$ cat src/rtl/axi_print_eoc_monitor.sv
// Passive AXI write-channel monitor: tags each accepted AW, pairs W beats with their AW,
// and turns STDOUT/STDERR/EOC register writes into character, error-code and exit-code outputs.
module axi_print_eoc_monitor #(
    parameter int                ADDR_W      = 32,
    parameter int                DATA_W      = 32,
    parameter logic [ADDR_W-1:0] STDERR_ADDR = 32'h2FFF_0000,
    parameter logic [ADDR_W-1:0] STDOUT_ADDR = 32'h2FFF_0004,
    parameter logic [ADDR_W-1:0] EOC_ADDR    = 32'h2C03_0000,
    parameter int                MAX_OUTST   = 8
) (
    input  logic                           clk_i,
    input  logic                           rst_i,
    input  logic                           aw_valid_i,
    input  logic                           aw_ready_i,
    input  logic [ADDR_W-1:0]              aw_addr_i,
    input  logic                           w_valid_i,
    input  logic                           w_ready_i,
    input  logic [DATA_W-1:0]              w_data_i,
    input  logic [DATA_W/8-1:0]            w_strb_i,
    input  logic                           w_last_i,
    output logic                           char_valid_o,
    output logic [7:0]                     char_o,
    output logic                           err_valid_o,
    output logic [31:0]                    err_code_o,
    output logic                           eoc_o,
    output logic [31:0]                    exit_code_o,
    output logic [$clog2(MAX_OUTST):0]     outst_o,
    output logic                           proto_err_o
);

    localparam int STRB_W = DATA_W / 8;
    localparam int LANE_W = $clog2(STRB_W);
    localparam int PTR_W  = $clog2(MAX_OUTST);
    localparam int CNT_W  = PTR_W + 1;
    localparam logic [ADDR_W-1:0] LOW_MASK = ADDR_W'((1 << LANE_W) - 1);

    typedef enum logic [1:0] {
        TAG_OTHER  = 2'd0,
        TAG_STDOUT = 2'd1,
        TAG_STDERR = 2'd2,
        TAG_EOC    = 2'd3
    } tag_e;

    function automatic tag_e classify(input logic [ADDR_W-1:0] word_addr);
        tag_e t;
        if (word_addr == STDOUT_ADDR) begin
            t = TAG_STDOUT;
        end else if (word_addr == STDERR_ADDR) begin
            t = TAG_STDERR;
        end else if (word_addr == EOC_ADDR) begin
            t = TAG_EOC;
        end else begin
            t = TAG_OTHER;
        end
        return t;
    endfunction

    function automatic logic [DATA_W-1:0] mask_word(input logic [DATA_W-1:0] d,
                                                    input logic [STRB_W-1:0] s);
        logic [DATA_W-1:0] m;
        for (int i = 0; i < STRB_W; i++) begin
            m[8*i +: 8] = s[i] ? d[8*i +: 8] : 8'h00;
        end
        return m;
    endfunction

    // The character is the byte in the lowest lane whose strobe is set.
    function automatic logic [7:0] low_lane_byte(input logic [DATA_W-1:0] d,
                                                 input logic [STRB_W-1:0] s);
        logic [7:0] b;
        logic       found;
        b     = 8'h00;
        found = 1'b0;
        for (int i = 0; i < STRB_W; i++) begin
            if (s[i] && !found) begin
                b     = d[8*i +: 8];
                found = 1'b1;
            end
        end
        return b;
    endfunction

    tag_e               tag_mem_r [MAX_OUTST];
    logic [PTR_W-1:0]   wr_ptr_r;
    logic [PTR_W-1:0]   rd_ptr_r;
    logic [CNT_W-1:0]   cnt_r;

    logic               char_valid_r;
    logic [7:0]         char_r;
    logic               err_valid_r;
    logic [31:0]        err_code_r;
    logic               eoc_r;
    logic [31:0]        exit_code_r;
    logic               proto_err_r;

    logic               awhs_s;
    logic               whs_s;
    logic               fifo_empty_s;
    logic               fifo_full_s;
    tag_e               new_tag_s;
    tag_e               beat_tag_s;
    logic               beat_ok_s;
    logic               bypass_s;
    logic               orphan_s;
    logic               pop_s;
    logic               push_s;
    logic               overflow_s;
    logic [DATA_W-1:0]  masked_s;
    logic [31:0]        word_s;
    logic [7:0]         char_s;
    logic               char_en_s;
    logic               err_en_s;
    logic               eoc_en_s;

    // Handshake decode, tag selection and FIFO push/pop decisions.
    always_comb begin
        awhs_s       = aw_valid_i & aw_ready_i;
        whs_s        = w_valid_i & w_ready_i;
        fifo_empty_s = (cnt_r == {CNT_W{1'b0}});
        fifo_full_s  = (cnt_r == CNT_W'(MAX_OUTST));
        new_tag_s    = classify(aw_addr_i & ~LOW_MASK);
        bypass_s     = whs_s & fifo_empty_s & awhs_s;
        orphan_s     = whs_s & fifo_empty_s & ~awhs_s;
        beat_ok_s    = whs_s & (~fifo_empty_s | awhs_s);
        if (fifo_empty_s) begin
            beat_tag_s = new_tag_s;
        end else begin
            beat_tag_s = tag_mem_r[rd_ptr_r];
        end
        pop_s = whs_s & w_last_i & ~fifo_empty_s;
        // A bypassed first beat of a longer burst still needs its tag queued for later beats.
        push_s     = awhs_s & ~(bypass_s & w_last_i) & (~fifo_full_s | pop_s);
        overflow_s = awhs_s & fifo_full_s & ~pop_s;
    end

    // Beat payload decode and per-class effect enables.
    always_comb begin
        masked_s  = mask_word(w_data_i, w_strb_i);
        word_s    = masked_s[31:0];
        char_s    = low_lane_byte(w_data_i, w_strb_i);
        char_en_s = 1'b0;
        err_en_s  = 1'b0;
        eoc_en_s  = 1'b0;
        if (beat_ok_s) begin
            case (beat_tag_s)
                TAG_STDOUT: char_en_s = (w_strb_i != {STRB_W{1'b0}}) && (char_s != 8'h00);
                TAG_STDERR: err_en_s  = (word_s != 32'h0);
                TAG_EOC:    eoc_en_s  = (word_s != 32'h0) && !eoc_r;
                TAG_OTHER:  char_en_s = 1'b0;
                default:    char_en_s = 1'b0;
            endcase
        end else begin
            char_en_s = 1'b0;
        end
    end

    // Outstanding-AW tag FIFO.
    always_ff @(posedge clk_i) begin
        if (rst_i) begin
            wr_ptr_r <= {PTR_W{1'b0}};
            rd_ptr_r <= {PTR_W{1'b0}};
            cnt_r    <= {CNT_W{1'b0}};
            for (int i = 0; i < MAX_OUTST; i++) begin
                tag_mem_r[i] <= TAG_OTHER;
            end
        end else begin
            if (push_s) begin
                tag_mem_r[wr_ptr_r] <= new_tag_s;
                wr_ptr_r            <= wr_ptr_r + PTR_W'(1);
            end
            if (pop_s) begin
                rd_ptr_r <= rd_ptr_r + PTR_W'(1);
            end
            cnt_r <= cnt_r + CNT_W'(push_s) - CNT_W'(pop_s);
        end
    end

    // Registered print, error, exit-code and protocol-error outputs.
    always_ff @(posedge clk_i) begin
        if (rst_i) begin
            char_valid_r <= 1'b0;
            char_r       <= 8'h00;
            err_valid_r  <= 1'b0;
            err_code_r   <= 32'h0;
            eoc_r        <= 1'b0;
            exit_code_r  <= 32'h0;
            proto_err_r  <= 1'b0;
        end else begin
            char_valid_r <= char_en_s;
            if (char_en_s) begin
                char_r <= char_s;
            end
            if (err_en_s) begin
                err_code_r  <= word_s;
                err_valid_r <= 1'b1;
            end
            if (eoc_en_s) begin
                exit_code_r <= word_s;
                eoc_r       <= 1'b1;
            end
            if (orphan_s || overflow_s) begin
                proto_err_r <= 1'b1;
            end
        end
    end

    assign char_valid_o = char_valid_r;
    assign char_o       = char_r;
    assign err_valid_o  = err_valid_r;
    assign err_code_o   = err_code_r;
    assign eoc_o        = eoc_r;
    assign exit_code_o  = exit_code_r;
    assign outst_o      = cnt_r;
    assign proto_err_o  = proto_err_r;

endmodule

$ cat config.mk
export PLATFORM = sky130hd
export DESIGN_NAME = axi_print_eoc_monitor
export DESIGN_NICKNAME = d
export VERILOG_FILES = /design/src/rtl/axi_print_eoc_monitor.sv
export SDC_FILE = /design/constraint.sdc
export NUM_CORES = 1
export LEC_CHECK = 0
export ABC_CLOCK_PERIOD_IN_PS = 4000
export CAP_MARGIN = 5
export CORE_ASPECT_RATIO = 1.4
export CORE_UTILIZATION = 49
export DETAILED_ROUTE_END_ITERATION = 8
export PLACE_DENSITY = 0.86
export SYNTH_ARGS = -nofsm -noshare
export SYNTH_HDL_FRONTEND = slang
export SYNTH_SLANG_ARGS = --single-unit
export TNS_END_PERCENT = 10
$ cat constraint.sdc
create_clock -name clk_i -period 4 [get_ports clk_i]
set_input_delay 0.6 -clock clk_i [delete_from_list [all_inputs] [get_ports clk_i]]
set_output_delay 0.6 -clock clk_i [all_outputs]
set_load 0.005 [all_outputs]
Yosys cells after proc, flatten, opt, wreduce, memory -nomap -nowiden. Memories as Yosys holds them, arrays and structs flattened. A register that Yosys moved wholly into a read port is not among the register bits. Index checks and enable logic that the tools add are counted.

Memory bits (writable): 16. Register bits: 86. Output and inout bits: 80. Input bits: 75. Word-level logic and storage cells: 87. Memories: 1.

Memory list: tag_mem_r (depth 8, width 2, rd ports 1, clocked after memory_dff 1, write ports 8, RTL line 83) `tag_e tag_mem_r [MAX_OUTST];`.

Reductions and logical operators: 15. Muxes and demuxes: 30. Bitwise operators: 20. Add/subtract/negate cells: 4. Equal/unequal tests: 7.

Operator list (count): $eq A30 B28 Y1 const B (3); $mux W8 (7); $reduce_bool A32 Y1 (1); $mux W1 (15); $and A1 B1 Y1 (13); $mux W2 (5); $mux W3 (3); $reduce_bool A8 Y1 (1); $add A3 B1 Y3 const B (2); $logic_and A1 B1 Y1 (5); $not A1 Y1 (5); $add A4 B1 Y4 (1); $eq A2 B2 Y1 const B (2); $eq A4 B4 Y1 const B (1); $logic_not A1 Y1 (4); $logic_not A4 Y1 (1); $reduce_bool A4 Y1 (1); $sub A4 B1 Y4 (1); $eq A2 B1 Y1 const B (1); $or A1 B1 Y1 (2); $reduce_or A2 Y1 (1); $logic_or A1 B1 Y1 (1).

Depth between registers and ports, before layout.
Word-level depth: 14. Gate-level depth with buffers: 11. Mapped depth without buffers: 11.

Worst setup path before layout. OpenSTA, ideal clock, no wires.

Path kind: input to register. From: input aw_addr_i[15]. To: register char_r[6] (netlist: char_o[6]). Path buffers: 0. Setup time: 123 ps. Arrival time: 2285 ps. Cell stages on the path: 6. Required time: 3877 ps. Slack: 1591 ps. Cell sequence: nor4b_2 -> nand4_2 -> a2111oi_2 -> o21ai_1 -> a211oi_4 -> mux2_1.

Longest elaborated chain between the ends: 8. Elaborated cells on any way between the ends: 10. Those cells by class: 4 x eq/ne; 6 x mux.

RTL lines: start: declaration (RTL line 15) `input logic [ADDR_W-1:0] aw_addr_i,`; $eq A30 B28 Y1 (RTL line 50) `end else if (word_addr == EOC_ADDR) begin`; $mux W2 (RTL line 50); $mux W2 (RTL line 48) `end else if (word_addr == STDERR_ADDR) begin`; $mux W2 (*) (RTL line 46) `if (word_addr == STDOUT_ADDR) begin`; $mux W2 (*) (RTL line 125) `if (fifo_empty_s) begin`; $eq A2 B1 Y1 (*) (RTL line 145) `case (beat_tag_s)`; $mux W1 (*) (RTL line 145); $mux W1 (*) (RTL line 144) `if (beat_ok_s) begin`; end signal: assignment (RTL line 191) `char_r <= char_s;`; end: declaration (RTL line 89) `logic [7:0] char_r;`.

Every way passes the cells marked *; elsewhere a longest branch is shown, timed or not. A chain may end at the register's enable or synchronous reset.

Final worst setup path.
From: input aw_addr_i[7]. To: register exit_code_r[6] (netlist: exit_code_o[6]).

Longest elaborated chain between the ends: 8. Elaborated cells on any way between the ends: 10. Those cells by class: 4 x eq/ne; 6 x mux.

RTL lines: $eq A30 B28 Y1 (RTL line 50); $mux W2 (RTL line 50); $mux W2 (RTL line 48); $mux W2 (*) (RTL line 46); $mux W2 (*) (RTL line 125); $eq A2 B2 Y1 (*) (RTL line 145); $mux W1 (*) (RTL line 145); $mux W1 (*) (RTL line 144); end signal: assignment (RTL line 198) `exit_code_r <= word_s;`; end: declaration (RTL line 93) `logic [31:0] exit_code_r;`.

Marked as above.

==> flow_metrics.tcl <==
set metrics [dict create \
    viasPerCell 5.447 \
    start_util_pct 50.21 \
    period_needed_ns 3.096 \
    netlist_top_cells_area "dfxtp_1 34%, mux2i_1 15%, edfxtp_1 9.3%" \
    synth_edf_count 16 \
    worst_slew_pin_slew_ns 0.9436 \
    root_buffer "clkbuf_16" \
    power_frac_seq_pct 46.2 \
    numCtsBuffers 9 \
    final_util_pct 68.00 \
    yosysTopAreaCellShare_pct 34.47 \
    crit_family "simple AND/OR/NAND/NOR gates" \
    die_h_um 123.5 \
    grt_pass1_wl_mm 20.74 \
    fill_cells 797 \
    wl_mm 13.32 \
    setup_viol 0 \
    hold_path.class "flip-flop to flip-flop" \
    power_density_mw_per_mm2 350.1 \
    max_freq_mhz 323.0 \
    cts_setup_buffers 0 \
    cts.clk_slew.worst_paths_ns 0.07 \
    worstPathCellList "clkdlybuf4s50_1 -> nor4b_2 -> nand4_2 -> a2111oi_4 -> o2bb2ai_2 -> nand4b_4 -> buf_4 -> mux2i_1" \
    netlist_area_mm2 0.005169 \
    syn_avg_cell_area_um2 9.789 \
    fin_skew_ns 0.01236 \
    io_buffer_count 152 \
    p_sw_uw 669.7 \
    synth_cell_type_count 56 \
    io-pin-count 155 \
    drt_pass1_iterations 5 \
    synth_nets 611 \
    drive_gt1_share_pct 5.979 \
    nets 748 \
    synth_top_flop_cell "dfxtp_1" \
    netlist_instances 528 \
    vias 4396 \
    drc 0 \
    slew_viol_final 0 \
    drv_cap 0 \
    p_leak_uw 0.002867 \
    diodes 0 \
    clk-insertion-delay-late_ns 0.35 \
    rows 44 \
    ctsHoldBuffers 0 \
    yosys.area.top_type "dfxtp_1" \
    fin_crit_sh_pct 77.41 \
    rsz0062_at_grt "no" \
    grt_usage_pct 24.85 \
    pwr-share-clk_pct 34.3 \
    worstSetupStartpointType "input pin" \
    hpwl_mm 10.14 \
    yosysSeqAreaShare_pct 43.77 \
    tritoncts "done" \
    grt_max_degree 58 \
    cts_sinks 105 \
    p_int_uw 1781 \
    fin_tns_setup_ns 0 \
    critPathKind "input pin to flip-flop" \
    ctsResizeCount 0 \
    die_area_mm2 0.01097 \
    ys_seq_elements 105 \
    worstPathRequired_ns 4.22 \
    crit_arrival_ns 3.32 \
    timing.critical_path.buf_inv 2 \
    wl_per_cell_um 16.50 \
    path_depth 8 \
    die_w_um 88.80 \
    antenna_found_initial 0 \
    max_stage_delay_ns 0.54 \
    ant_nets 0 \
    p_comb_share_pct 19.5 \
    drtIter0Drc 196 \
    maxSlewHeadroom_pct 37.09 \
    crit_fanout 17 \
    grt_pass1_vias 4476 \
    setup.worst_path.end_class "flip-flop" \
    syn2layout_area_growth_pct 35.44 \
    htreeDepth 3 \
    synth.top_cells.by_count "89 x dfxtp_1, 75 x mux2i_1, 75 x nand2b_1" \
    ir_drop_uv 279.0 \
    yosys_warnings 0 \
    place_congestion 0.8721 \
    coreArea_mm2 0.01029 \
    yosysMostFrequentCell "dfxtp_1" \
    outcome "completed" \
    postSynth.asyncResetShare_pct 0 \
    swShare_pct 27.32 \
    grt_overflow 0 \
    holdPathStages 2 \
    crit_slowest_cell "a2111oi_4" \
    reg2reg_depth 8 \
    cts_max_path_buffers 2 \
    hold_viol 0 \
]
-- cell type report --
cell class | instances | area, um^2 | area share [%]
clock buffer | 9 | 225.2 | 3.217
sequential | 105 | 2262 | 32.31
tap | 138 | 172.7 | 2.466
multi-input combinational | 382 | 2698 | 38.53
clock inverter | 6 | 51.30 | 0.7328
inverter | 10 | 37.54 | 0.5362
timing repair buffer | 157 | 1554 | 22.20
-- final timing paths --
check / startpoint / endpoint / slack (ns)
max: aw_addr_i[7] / exit_code_o[6]$_SDFFE_PP0P_ / 0.90
min reg2reg: err_valid_o$_SDFFE_PP0P_ / err_valid_o$_SDFFE_PP0P_ / 0.45
min: err_valid_o$_SDFFE_PP0P_ / err_valid_o$_SDFFE_PP0P_ / 0.45
max reg2reg: outst_o[2]$_SDFF_PP0_ / exit_code_o[6]$_SDFFE_PP0P_ / 1.28
-- tightest hold or removal path, stage by stage (launching register included) --
cell     delay (ns)
dfxtp_1        0.31
inv_1          0.05
a21oi_1        0.05
-- registers in the layout (all words and copies together) (netlist names), named ones only --
signal / cells
err_valid_o: 1
tag_mem_r: 16
err_code_o: 32
eoc_o: 1
char_o: 8
char_valid_o: 1
outst_o: 4
proto_err_o: 1
exit_code_o: 32
wr_ptr_r: 3
rd_ptr_r: 3
-- power by group through the flow --
| stage | clock, uW | sequential [uW] | combinational [uW] |
|---|---|---|---|
| 5_1_grt | 895 | 1140 | 518 |
| 2_1_floorplan | 0 | 1150 | 271 |
| 3_3_place_gp | 0 | 1160 | 461 |
| 4_1_cts | 853 | 1130 | 478 |
| 6_report | 841 | 1130 | 477 |
| 3_5_place_dp | 0 | 1160 | 472 |
-- logic make-up after synthesis --
group	share of synthesized area, %
AND/OR/NAND/NOR	24.84
flip-flops	43.77
multiplexers	15.83
AO/OA/AOI/OAI	8.594
buffers and inverters	4.043
adder cells (fa/ha/maj)	2.082
XOR/XNOR	0.8474
-- metrics by stage --
stage          hold WS [ns]  cell area [um^2]  setup WS, ns  instances  total power (uW)
2_1_floorplan        0.4421              5169         1.591        528              1425
3_3_place_gp         0.4358              6724        0.6135        792              1616
5_1_grt              0.4706              7000        0.6969        807              2551
4_1_cts              0.4541              7000        0.8777        807              2464
3_5_place_dp         0.4440              6724        0.5069        792              1630
6_report             0.4463              7000        0.9037        807              2451
-- placed cells by master, fill, tap and decap left out, drive strengths merged, types with 3 or more instances in the layout --
cell type,synthesis,routed
a2111oi,3,3
a21o,6,6
a21oi,23,23
a221oi,3,3
buf,17,6
clkbuf,14,9
clkdlybuf4s50,0,151
dfxtp,89,89
edfxtp,16,16
ha,7,7
inv,10,14
mux2,4,4
mux2i,75,75
nand2,54,54
nand2b,75,75
nand3,6,6
nand3b,6,6
nand4,3,3
nor2,30,30
nor2b,19,19
nor3,10,10
nor4,10,10
nor4b,3,3
o21ai,5,5
o21bai,4,4
o2bb2ai,4,4
or2,4,4
xnor2,3,3
-- metal layers --
layer	wire, um	GRT usage [%]	vias to the layer above
li1	-	-	2101
met5	0	0	-
met2	7034	47.40	197
met4	379	10.89	0
met1	4923	25.59	2067
met3	979	4.873	31
Power figures use the tool's default switching activity.
